[src/rtl/mem_bus_pkg.sv]
// Shared types and constants for the memory bus controller.
package mem_bus_pkg;

  typedef enum logic [1:0] {
    IDLE  = 2'b00,
    FETCH = 2'b01,
    DATA  = 2'b10,
    TURN  = 2'b11
  } state_t;

  localparam logic [1:0] SIZE_WORD = 2'b00;
  localparam logic [1:0] SIZE_HALF = 2'b01;
  localparam logic [1:0] SIZE_BYTE = 2'b10;

  localparam int TIMEOUT_CYC_DEFAULT = 16;

  // The unused encoding 11 falls back to a full-word access.
  function automatic logic [1:0] norm_size(input logic [1:0] size);
    case (size)
      SIZE_HALF: return SIZE_HALF;
      SIZE_BYTE: return SIZE_BYTE;
      default:   return SIZE_WORD;
    endcase
  endfunction

endpackage

[src/rtl/bus_timer.sv]
// Per-access wait-cycle counter; expired flags the final permitted cycle without ack.
module bus_timer #(
  parameter int LIMIT = 16
) (
  input  logic clk,
  input  logic rst,
  input  logic clear,
  input  logic enable,
  output logic expired
);

  localparam int W = (LIMIT < 2) ? 1 : $clog2(LIMIT);

  logic [W-1:0] count;

  always_ff @(posedge clk) begin
    if (!rst) begin
      count <= '0;
    end else if (clear) begin
      count <= '0;
    end else if (enable && !expired) begin
      count <= count + 1'b1;
    end
  end

  assign expired = (count == W'(LIMIT - 1));

endmodule

[src/rtl/mem_bus_ctrl.sv]
// Arbitrates instruction fetches and load/stores onto one external memory bus.
// Define BUS_TIMEOUT_EN to abort accesses that wait more than TIMEOUT_CYC cycles for ack.
module mem_bus_ctrl
  import mem_bus_pkg::*;
#(
  parameter int TIMEOUT_CYC = TIMEOUT_CYC_DEFAULT
) (
  input  logic        clk,
  input  logic        rst,
  input  logic        if_req,
  input  logic [31:0] if_addr,
  output logic [31:0] if_rdata,
  output logic        if_ready,
  input  logic        d_req,
  input  logic        d_we,
  input  logic [1:0]  d_size,
  input  logic [31:0] d_addr,
  input  logic [31:0] d_wdata,
  output logic [31:0] d_rdata,
  output logic        d_ready,
  output logic        bus_req,
  output logic        bus_write,
  output logic [1:0]  bus_size,
  output logic [31:0] bus_addr,
  output logic [31:0] bus_wdata,
  output logic        bus_wdata_oe,
  input  logic [31:0] bus_rdata,
  input  logic        bus_ack_n,
  output logic        stall,
  output logic        bus_err
);

  state_t state;
  logic   ack_now;
  logic   expired;

  assign ack_now = ~bus_ack_n;

`ifdef BUS_TIMEOUT_EN
  logic tmr_clear;
  logic tmr_en;

  assign tmr_clear = (state == IDLE);
  assign tmr_en    = ((state == FETCH) || (state == DATA)) && bus_ack_n;

  bus_timer #(
    .LIMIT(TIMEOUT_CYC)
  ) u_timer (
    .clk    (clk),
    .rst    (rst),
    .clear  (tmr_clear),
    .enable (tmr_en),
    .expired(expired)
  );
`else
  logic timeout_unused;

  assign expired        = 1'b0;
  assign timeout_unused = (TIMEOUT_CYC != 0);
`endif

  assign stall = (if_req & ~if_ready) | (d_req & ~d_ready);

  // Bus fields are captured at grant and held untouched until the access ends.
  always_ff @(posedge clk) begin
    if (!rst) begin
      state        <= IDLE;
      bus_req      <= 1'b0;
      bus_write    <= 1'b0;
      bus_size     <= SIZE_WORD;
      bus_addr     <= '0;
      bus_wdata    <= '0;
      bus_wdata_oe <= 1'b0;
      if_ready     <= 1'b0;
      if_rdata     <= '0;
      d_ready      <= 1'b0;
      d_rdata      <= '0;
      bus_err      <= 1'b0;
    end else begin
      if_ready <= 1'b0;
      d_ready  <= 1'b0;
      bus_err  <= 1'b0;
      case (state)
        IDLE: begin
          if (d_req) begin
            state        <= DATA;
            bus_req      <= 1'b1;
            bus_write    <= d_we;
            bus_size     <= norm_size(d_size);
            bus_addr     <= d_addr;
            bus_wdata    <= d_we ? d_wdata : '0;
            bus_wdata_oe <= d_we;
          end else if (if_req) begin
            state        <= FETCH;
            bus_req      <= 1'b1;
            bus_write    <= 1'b0;
            bus_size     <= SIZE_WORD;
            bus_addr     <= if_addr;
            bus_wdata    <= '0;
            bus_wdata_oe <= 1'b0;
          end
        end
        FETCH, DATA: begin
          // An ack on the last permitted cycle still completes normally.
          if (ack_now || expired) begin
            state        <= TURN;
            bus_req      <= 1'b0;
            bus_wdata_oe <= 1'b0;
            bus_err      <= ~ack_now;
            if (state == FETCH) begin
              if_ready <= 1'b1;
              if_rdata <= ack_now ? bus_rdata : '0;
            end else begin
              d_ready <= 1'b1;
              d_rdata <= (ack_now && !bus_write) ? bus_rdata : '0;
            end
          end
        end
        TURN:    state <= IDLE;
        default: state <= IDLE;
      endcase
    end
  end

endmodule

[config.mk]
export PLATFORM = sky130hd
export DESIGN_NAME = mem_bus_ctrl
export DESIGN_NICKNAME = d
export VERILOG_FILES = /design/src/rtl/mem_bus_pkg.sv /design/src/rtl/bus_timer.sv /design/src/rtl/mem_bus_ctrl.sv
export SDC_FILE = /design/constraint.sdc
export NUM_CORES = 1
export LEC_CHECK = 0
export CAP_MARGIN = 20
export CORE_UTILIZATION = 40
export DETAILED_ROUTE_END_ITERATION = 10
export PLACE_DENSITY_LB_ADDON = 0.3
export SYNTH_ARGS = -nofsm -noshare
export SYNTH_HDL_FRONTEND = slang
export SYNTH_HIERARCHICAL = 1
export SYNTH_SLANG_ARGS = --single-unit
[constraint.sdc]
create_clock -name clk -period 2.28 [get_ports clk]
set_input_delay 0.456 -clock clk [delete_from_list [all_inputs] [get_ports clk]]
set_output_delay 0.456 -clock clk [all_outputs]
set_load 0.02 [all_outputs]
After elaboration in Yosys (flattened, before gate mapping)
Cells that the tools add are included.
{"block": "op_classes", "bitwise": 9, "mux": 22, "eq_ne": 7, "n_reduce_logical": 12}
{"cell": "32-bit 2-to-1 mux", "count": 6}
{"cell": "2-bit 2-to-1 mux", "count": 5}
{"cell": "3-bit AND reduction", "count": 3}
{"cell": "1-bit 2-to-1 mux", "count": 7}
{"cell": "2-bit equality test, second input constant", "count": 3}
{"cell": "1-bit NOT", "count": 6}
{"cell": "2-bit case mux with 3 select lines", "count": 1}
{"cell": "2-bit by 1-bit equality test with 1-bit output, second input constant", "count": 2}
{"cell": "1-bit case mux with 2 select lines", "count": 2}
{"cell": "2-bit case mux with 2 select lines", "count": 1}
{"cell": "2-bit AND reduction", "count": 2}
{"cell": "2-bit nonzero test", "count": 2}
{"cell": "3-bit != test, second input constant", "count": 1}
{"cell": "3-bit OR reduction", "count": 1}
{"cell": "1-bit AND", "count": 2}
{"cell": "2-bit logical NOT", "count": 1}
{"cell": "2-bit != test, second input constant", "count": 1}
{"cell": "2-bit OR reduction", "count": 1}
{"cell": "1-bit logical AND", "count": 1}
{"cell": "1-bit logical NOT", "count": 1}
{"cell": "1-bit OR", "count": 1}
{"block": "word_totals", "ff_bits": 137, "in_bits": 136, "out_inout_bits": 137, "wordCells": 61}

Logic depth before layout (Yosys ltp)
{"block": "logic_depth", "word_depth": 4, "depth_mapped": 8, "mapped_depth_nobuf": 5}

Worst setup path after synthesis
OpenSTA, ideal clock, no wires.
{"block": "synth_path", "kind": "input port to output port", "startpoint": "in d_req", "endpoint": "out stall", "arrival_time_ps": 1255, "path_buffers": 3, "path_stages": 5, "path_slack_ps": 569, "required_ps": 1824, "cell_sequence": "buf_4 buf_6 buf_6 inv_1 o22ai_1"}
{"block": "synth_via", "elab_chain_len": 2}
{"item": "start: declaration", "line_no": "mem_bus_ctrl.sv:14", "text": "input logic d_req,"}
{"item": "1-bit AND", "line_no": "mem_bus_ctrl.sv:62", "text": "assign stall = (if_req & ~if_ready) | (d_req & ~d_ready);"}
{"item": "1-bit OR", "line_no": "mem_bus_ctrl.sv:62"}
{"item": "end: declaration", "line_no": "mem_bus_ctrl.sv:29", "text": "output logic stall,"}
Every way passes these cells.

Final worst setup path
{"block": "layout_path", "startpoint": "in if_req", "endpoint": "out stall"}
{"block": "layout_via", "elab_chain_len": 2}
{"item": "start: declaration", "line_no": "mem_bus_ctrl.sv:10", "text": "input logic if_req,"}
{"item": "1-bit AND", "line_no": "mem_bus_ctrl.sv:62"}
{"item": "1-bit OR", "line_no": "mem_bus_ctrl.sv:62"}
Every way passes these cells.

==> impl_metrics.prom <==
# TYPE chip_impl_metric gauge
chip_impl_metric{name="initial_cell_density_of_the_core",unit="%"} 41.5
chip_impl_metric{name="floorplan.io_pins",unit=""} 273
chip_impl_metric{name="maxSlewHeadroom",unit="%"} 64.0
chip_impl_metric{name="final_critical_path_setup_slack",unit="ns"} 0.0681
chip_impl_metric{name="multi_input_area",unit="sq mm"} 0.00218
chip_impl_metric{name="post_drt_via_cell_ratio",unit=""} 5.06
chip_impl_metric{name="numCtsBuffers",unit=""} 17
chip_impl_info{name="unrepaired_setup_endpoints_after_global_routing",value="false"} 1
chip_impl_metric{name="grt_pass1_vias",unit=""} 4915
chip_impl_metric{name="design.die.area",unit="sq mm"} 0.0137
chip_impl_metric{name="totalWireLength",unit="um"} 15800
chip_impl_metric{name="hpwlAfterDp",unit="um"} 11400
chip_impl_metric{name="synthCells",unit=""} 589
chip_impl_info{name="yosysMostFrequentCell",value="sky130_fd_sc_hd__dfxtp_1"} 1
chip_impl_metric{name="final_period_minus_worst_setup_slack",unit="ns"} 2.21
chip_impl_metric{name="drive_gt1_share",unit="%"} 6.46
chip_impl_metric{name="worst_path_clk_slew",unit="ns"} 0.06
chip_impl_info{name="cp_common_cell",value="sky130_fd_sc_hd__clkdlybuf4s50_1"} 1
chip_impl_info{name="cell_types_occupying_the_most_area_after_synthesis",value="sky130_fd_sc_hd__dfxtp_1, sky130_fd_sc_hd__nand2_1, sky130_fd_sc_hd__a21oi_1"} 1
chip_impl_metric{name="groute.usage.overall",unit="%"} 22.8
chip_impl_info{name="synth_largest_area_cell",value="sky130_fd_sc_hd__dfxtp_1"} 1
chip_impl_metric{name="detail_route.wl_per_cell",unit="um"} 15.5
chip_impl_metric{name="drtPass1Iterations",unit=""} 5
chip_impl_metric{name="fillCellCount",unit=""} 983
chip_impl_metric{name="worst_slew_pin_slew",unit="ns"} 0.541
chip_impl_metric{name="design.final.nets",unit=""} 978
chip_impl_info{name="clock-root-buffer",value="sky130_fd_sc_hd__clkbuf_16"} 1
chip_impl_metric{name="clock_path_buffers",unit=""} 2
chip_impl_metric{name="cellLeakagePower",unit="nW"} 3.21
chip_impl_metric{name="die_height",unit="um"} 117
chip_impl_metric{name="antenna_cells_inserted",unit=""} 0
chip_impl_metric{name="worst_clock_skew",unit="ns"} 0.00803
chip_impl_metric{name="port_buffers",unit=""} 271
chip_impl_metric{name="gp_congestion",unit=""} 0.765
chip_impl_metric{name="postSynthRegisterBits",unit=""} 137
chip_impl_metric{name="postCtsSetupRepairBufs",unit=""} 0
chip_impl_metric{name="layout-area-overhead-vs-synth",unit="%"} 65.1
chip_impl_info{name="worstSetupStartpointType",value="input port"} 1
chip_impl_metric{name="layoutNonFillerInstCount",unit=""} 1024
chip_impl_metric{name="highest_clock_frequency_the_design_can_meet",unit="MHz"} 452
chip_impl_metric{name="critical_path_buf_inv_count",unit=""} 3
chip_impl_metric{name="mappedNetlistNets",unit=""} 728
chip_impl_info{name="worstPathCellList",value="clkdlybuf4s50_1 > inv_1 > o22ai_1 > clkdlybuf4s50_1"} 1
chip_impl_metric{name="grt_pass1_wl",unit="um"} 23700
chip_impl_metric{name="tns",unit="ns"} 0
chip_impl_metric{name="cts.repair.resized",unit=""} 0
chip_impl_metric{name="cts_htree_levels",unit=""} 4
chip_impl_metric{name="ys_seq_area_share",unit="%"} 51.8
chip_impl_metric{name="worst_path_largest_cell_delay",unit="ns"} 0.62
chip_impl_info{name="critical_path.slowest_cell",value="sky130_fd_sc_hd__clkdlybuf4s50_1"} 1
chip_impl_metric{name="finalSetupViolations",unit=""} 0
chip_impl_metric{name="cts_hold_repair.buffers",unit=""} 0
chip_impl_metric{name="grt_overflow_total",unit=""} 0
chip_impl_metric{name="final_max_slew_viol_count",unit=""} 0
chip_impl_info{name="status",value="complete, no violations"} 1
chip_impl_metric{name="yosys_warnings",unit=""} 6
chip_impl_metric{name="core_area",unit="sq mm"} 0.0128
chip_impl_metric{name="synthArstFlopShare",unit="%"} 0
chip_impl_metric{name="seqCellArea",unit="sq mm"} 0.00274
chip_impl_info{name="synth-main-ff-cell",value="sky130_fd_sc_hd__dfxtp_1"} 1
chip_impl_metric{name="antenna_found_initial",unit=""} 0
chip_impl_metric{name="detailedRoute.firstIterationViolations",unit=""} 341
chip_impl_metric{name="dpl.cell_count",unit=""} 992
chip_impl_metric{name="timing.critical_path.required",unit="ns"} 1.82
chip_impl_metric{name="insertion_delay",unit="ns"} 0.41
chip_impl_metric{name="syn_area",unit="sq mm"} 0.00530
chip_impl_metric{name="tritoncts_num_sinks",unit=""} 137
chip_impl_metric{name="num_vias",unit=""} 5179
chip_impl_metric{name="fin_hold_ws",unit="ns"} 0.450
chip_impl_metric{name="cp_max_fo",unit=""} 2
chip_impl_metric{name="vdd_ir_drop_max",unit="V"} 0.000579
chip_impl_info{name="setup.worst_path.class",value="input port to output port"} 1
chip_impl_metric{name="syn_avg_cell_area",unit="sq um"} 8.99
chip_impl_metric{name="post-route-util",unit="%"} 68.5
chip_impl_metric{name="fin_crit_sh",unit="%"} 97.0
chip_impl_metric{name="critical_path_arrival",unit="ns"} 1.76
chip_impl_metric{name="route.detailed.drc",unit=""} 0
chip_impl_info{name="timing.critical_path.to_type",value="output port"} 1
chip_impl_metric{name="grt_max_degree",unit=""} 65
chip_impl_info{name="min_path_type",value="register to register"} 1
chip_impl_metric{name="die-width",unit="um"} 117
chip_impl_metric{name="power.density_cell_area",unit="mW/mm^2"} 1120
chip_impl_metric{name="finalHoldViolCount",unit=""} 0
chip_impl_info{name="critPathTopFamily",value="buffers and inverters"} 1
chip_impl_metric{name="synth_edf_count",unit=""} 0
chip_impl_metric{name="max-cap-violations",unit=""} 0
chip_impl_metric{name="detailedPlace.worstSlack",unit="ns"} 0.0704
chip_impl_metric{name="yosysUniqueCellTypes",unit=""} 33
chip_impl_metric{name="placementRows",unit=""} 41
chip_impl_info{name="tritoncts",value="built"} 1
chip_impl_metric{name="detail-route-antenna-nets",unit=""} 0
chip_impl_metric{name="yosys.area.top_type_share",unit="%"} 51.8
chip_impl_info{name="netlist_top_cells_count",value="sky130_fd_sc_hd__dfxtp_1, sky130_fd_sc_hd__nand2_1, sky130_fd_sc_hd__a21oi_1"} 1
==> cell families (layout without fill, tap and decap cells) <==
kind of cell | after synthesis | in the layout | synth area share, %
AO/OA/AOI/OAI | 139 | 139 | 16.7
adder cells (fa/ha/maj) | 3 | 3 | 0.709
buffers and inverters | 61 | 324 | 7.13
flip-flops | 137 | 137 | 51.8
multiplexers | 35 | 35 | 6.64
other | 1 | 1 | 0.0708
AND/OR/NAND/NOR | 213 | 213 | 17.0
==> state kept, by name (all words and copies together) (netlist names) <==
name,flops
d_rdata,32
if_ready,1
bus_write,1
bus_addr,32
bus_size,2
state,2
bus_req,1
if_rdata,32
bus_wdata_oe,1
d_ready,1
bus_wdata,32
==> metal layers <==
| metal | vias to the layer above | global-route usage, % | part of all wire, % | routed length [um] |
|---|---|---|---|---|
| met5 | - | 0 | 0 | 0 |
| met1 | 2403 | 24.4 | 39 | 6210 |
| met3 | 23 | 7.47 | 8.1 | 1290 |
| met2 | 221 | 41.2 | 51 | 8070 |
| li1 | 2532 | - | - | - |
| met4 | 0 | 9.37 | 1.7 | 272 |
==> placed cells by master (no fill, tap or decap), types with 3 or more instances in the layout <==
cell type                         Yosys  routed
sky130_fd_sc_hd__buf_4               11       8
sky130_fd_sc_hd__buf_12               0       7
sky130_fd_sc_hd__bufinv_16            0       5
sky130_fd_sc_hd__nand2_1            102     102
sky130_fd_sc_hd__ha_1                 3       3
sky130_fd_sc_hd__a22oi_1             32      32
sky130_fd_sc_hd__clkbuf_8             0       4
sky130_fd_sc_hd__nand3_1             32      32
sky130_fd_sc_hd__dfxtp_1            137     137
sky130_fd_sc_hd__a21oi_1             68      68
sky130_fd_sc_hd__clkinvlp_4           0       4
sky130_fd_sc_hd__clkbuf_16            0      17
sky130_fd_sc_hd__a211oi_1            33      33
sky130_fd_sc_hd__inv_1                5       5
sky130_fd_sc_hd__clkdlybuf4s50_1      0     270
sky130_fd_sc_hd__nor2_1              67      66
sky130_fd_sc_hd__nand4b_1             3       3
sky130_fd_sc_hd__mux2i_1             34      34
==> report_power, final <==
group          switching (mW)  internal, mW
combinational            1.98          1.61
sequential              0.246          2.85
clock                    1.01          2.06
total                    3.24          6.52
==> path summary, 6_finish.rpt <==
kind	from	endpoint	slack [ns]	cells after the start
max reg2reg	state[0]$_SDFFE_PN0P_	d_rdata[25]$_SDFFE_PN0P_	0.44	6
min reg2reg	d_rdata[15]$_SDFFE_PN0P_	d_rdata[15]$_SDFFE_PN0P_	0.45	2
max	if_req	stall	0.07	4
min	d_rdata[15]$_SDFFE_PN0P_	d_rdata[15]$_SDFFE_PN0P_	0.45	2
==> tightest hold or removal path: cells and delay by family, from the launching register on <==
| family | cells | cell delay, ns |
|---|---|---|
| AOI/OAI and AO/OA | 1 | 0.05 |
| DFF | 1 | 0.31 |
| and+or+nand+nor | 1 | 0.05 |
==> cell type report <==
| type | count | area share [%] |
|---|---|---|
| timing repair buffer | 286 | 33.2 |
| sequential | 137 | 31.4 |
| multi-input combinational | 391 | 25.0 |
| clock buffer | 22 | 5.54 |
| tap | 172 | 2.46 |
| clock inverter | 10 | 2.16 |
| inverter | 6 | 0.286 |
==> through the flow <==
step           total power, mW  area, sq um
2_1_floorplan             5.32         5300
3_3_place_gp              6.64         8070
3_5_place_dp              6.74         8070
4_1_cts                   9.83         8750
5_1_grt                   10.3         8750
6_report                  9.76         8750
No activity file was read; power rests on OpenSTA's default activity.
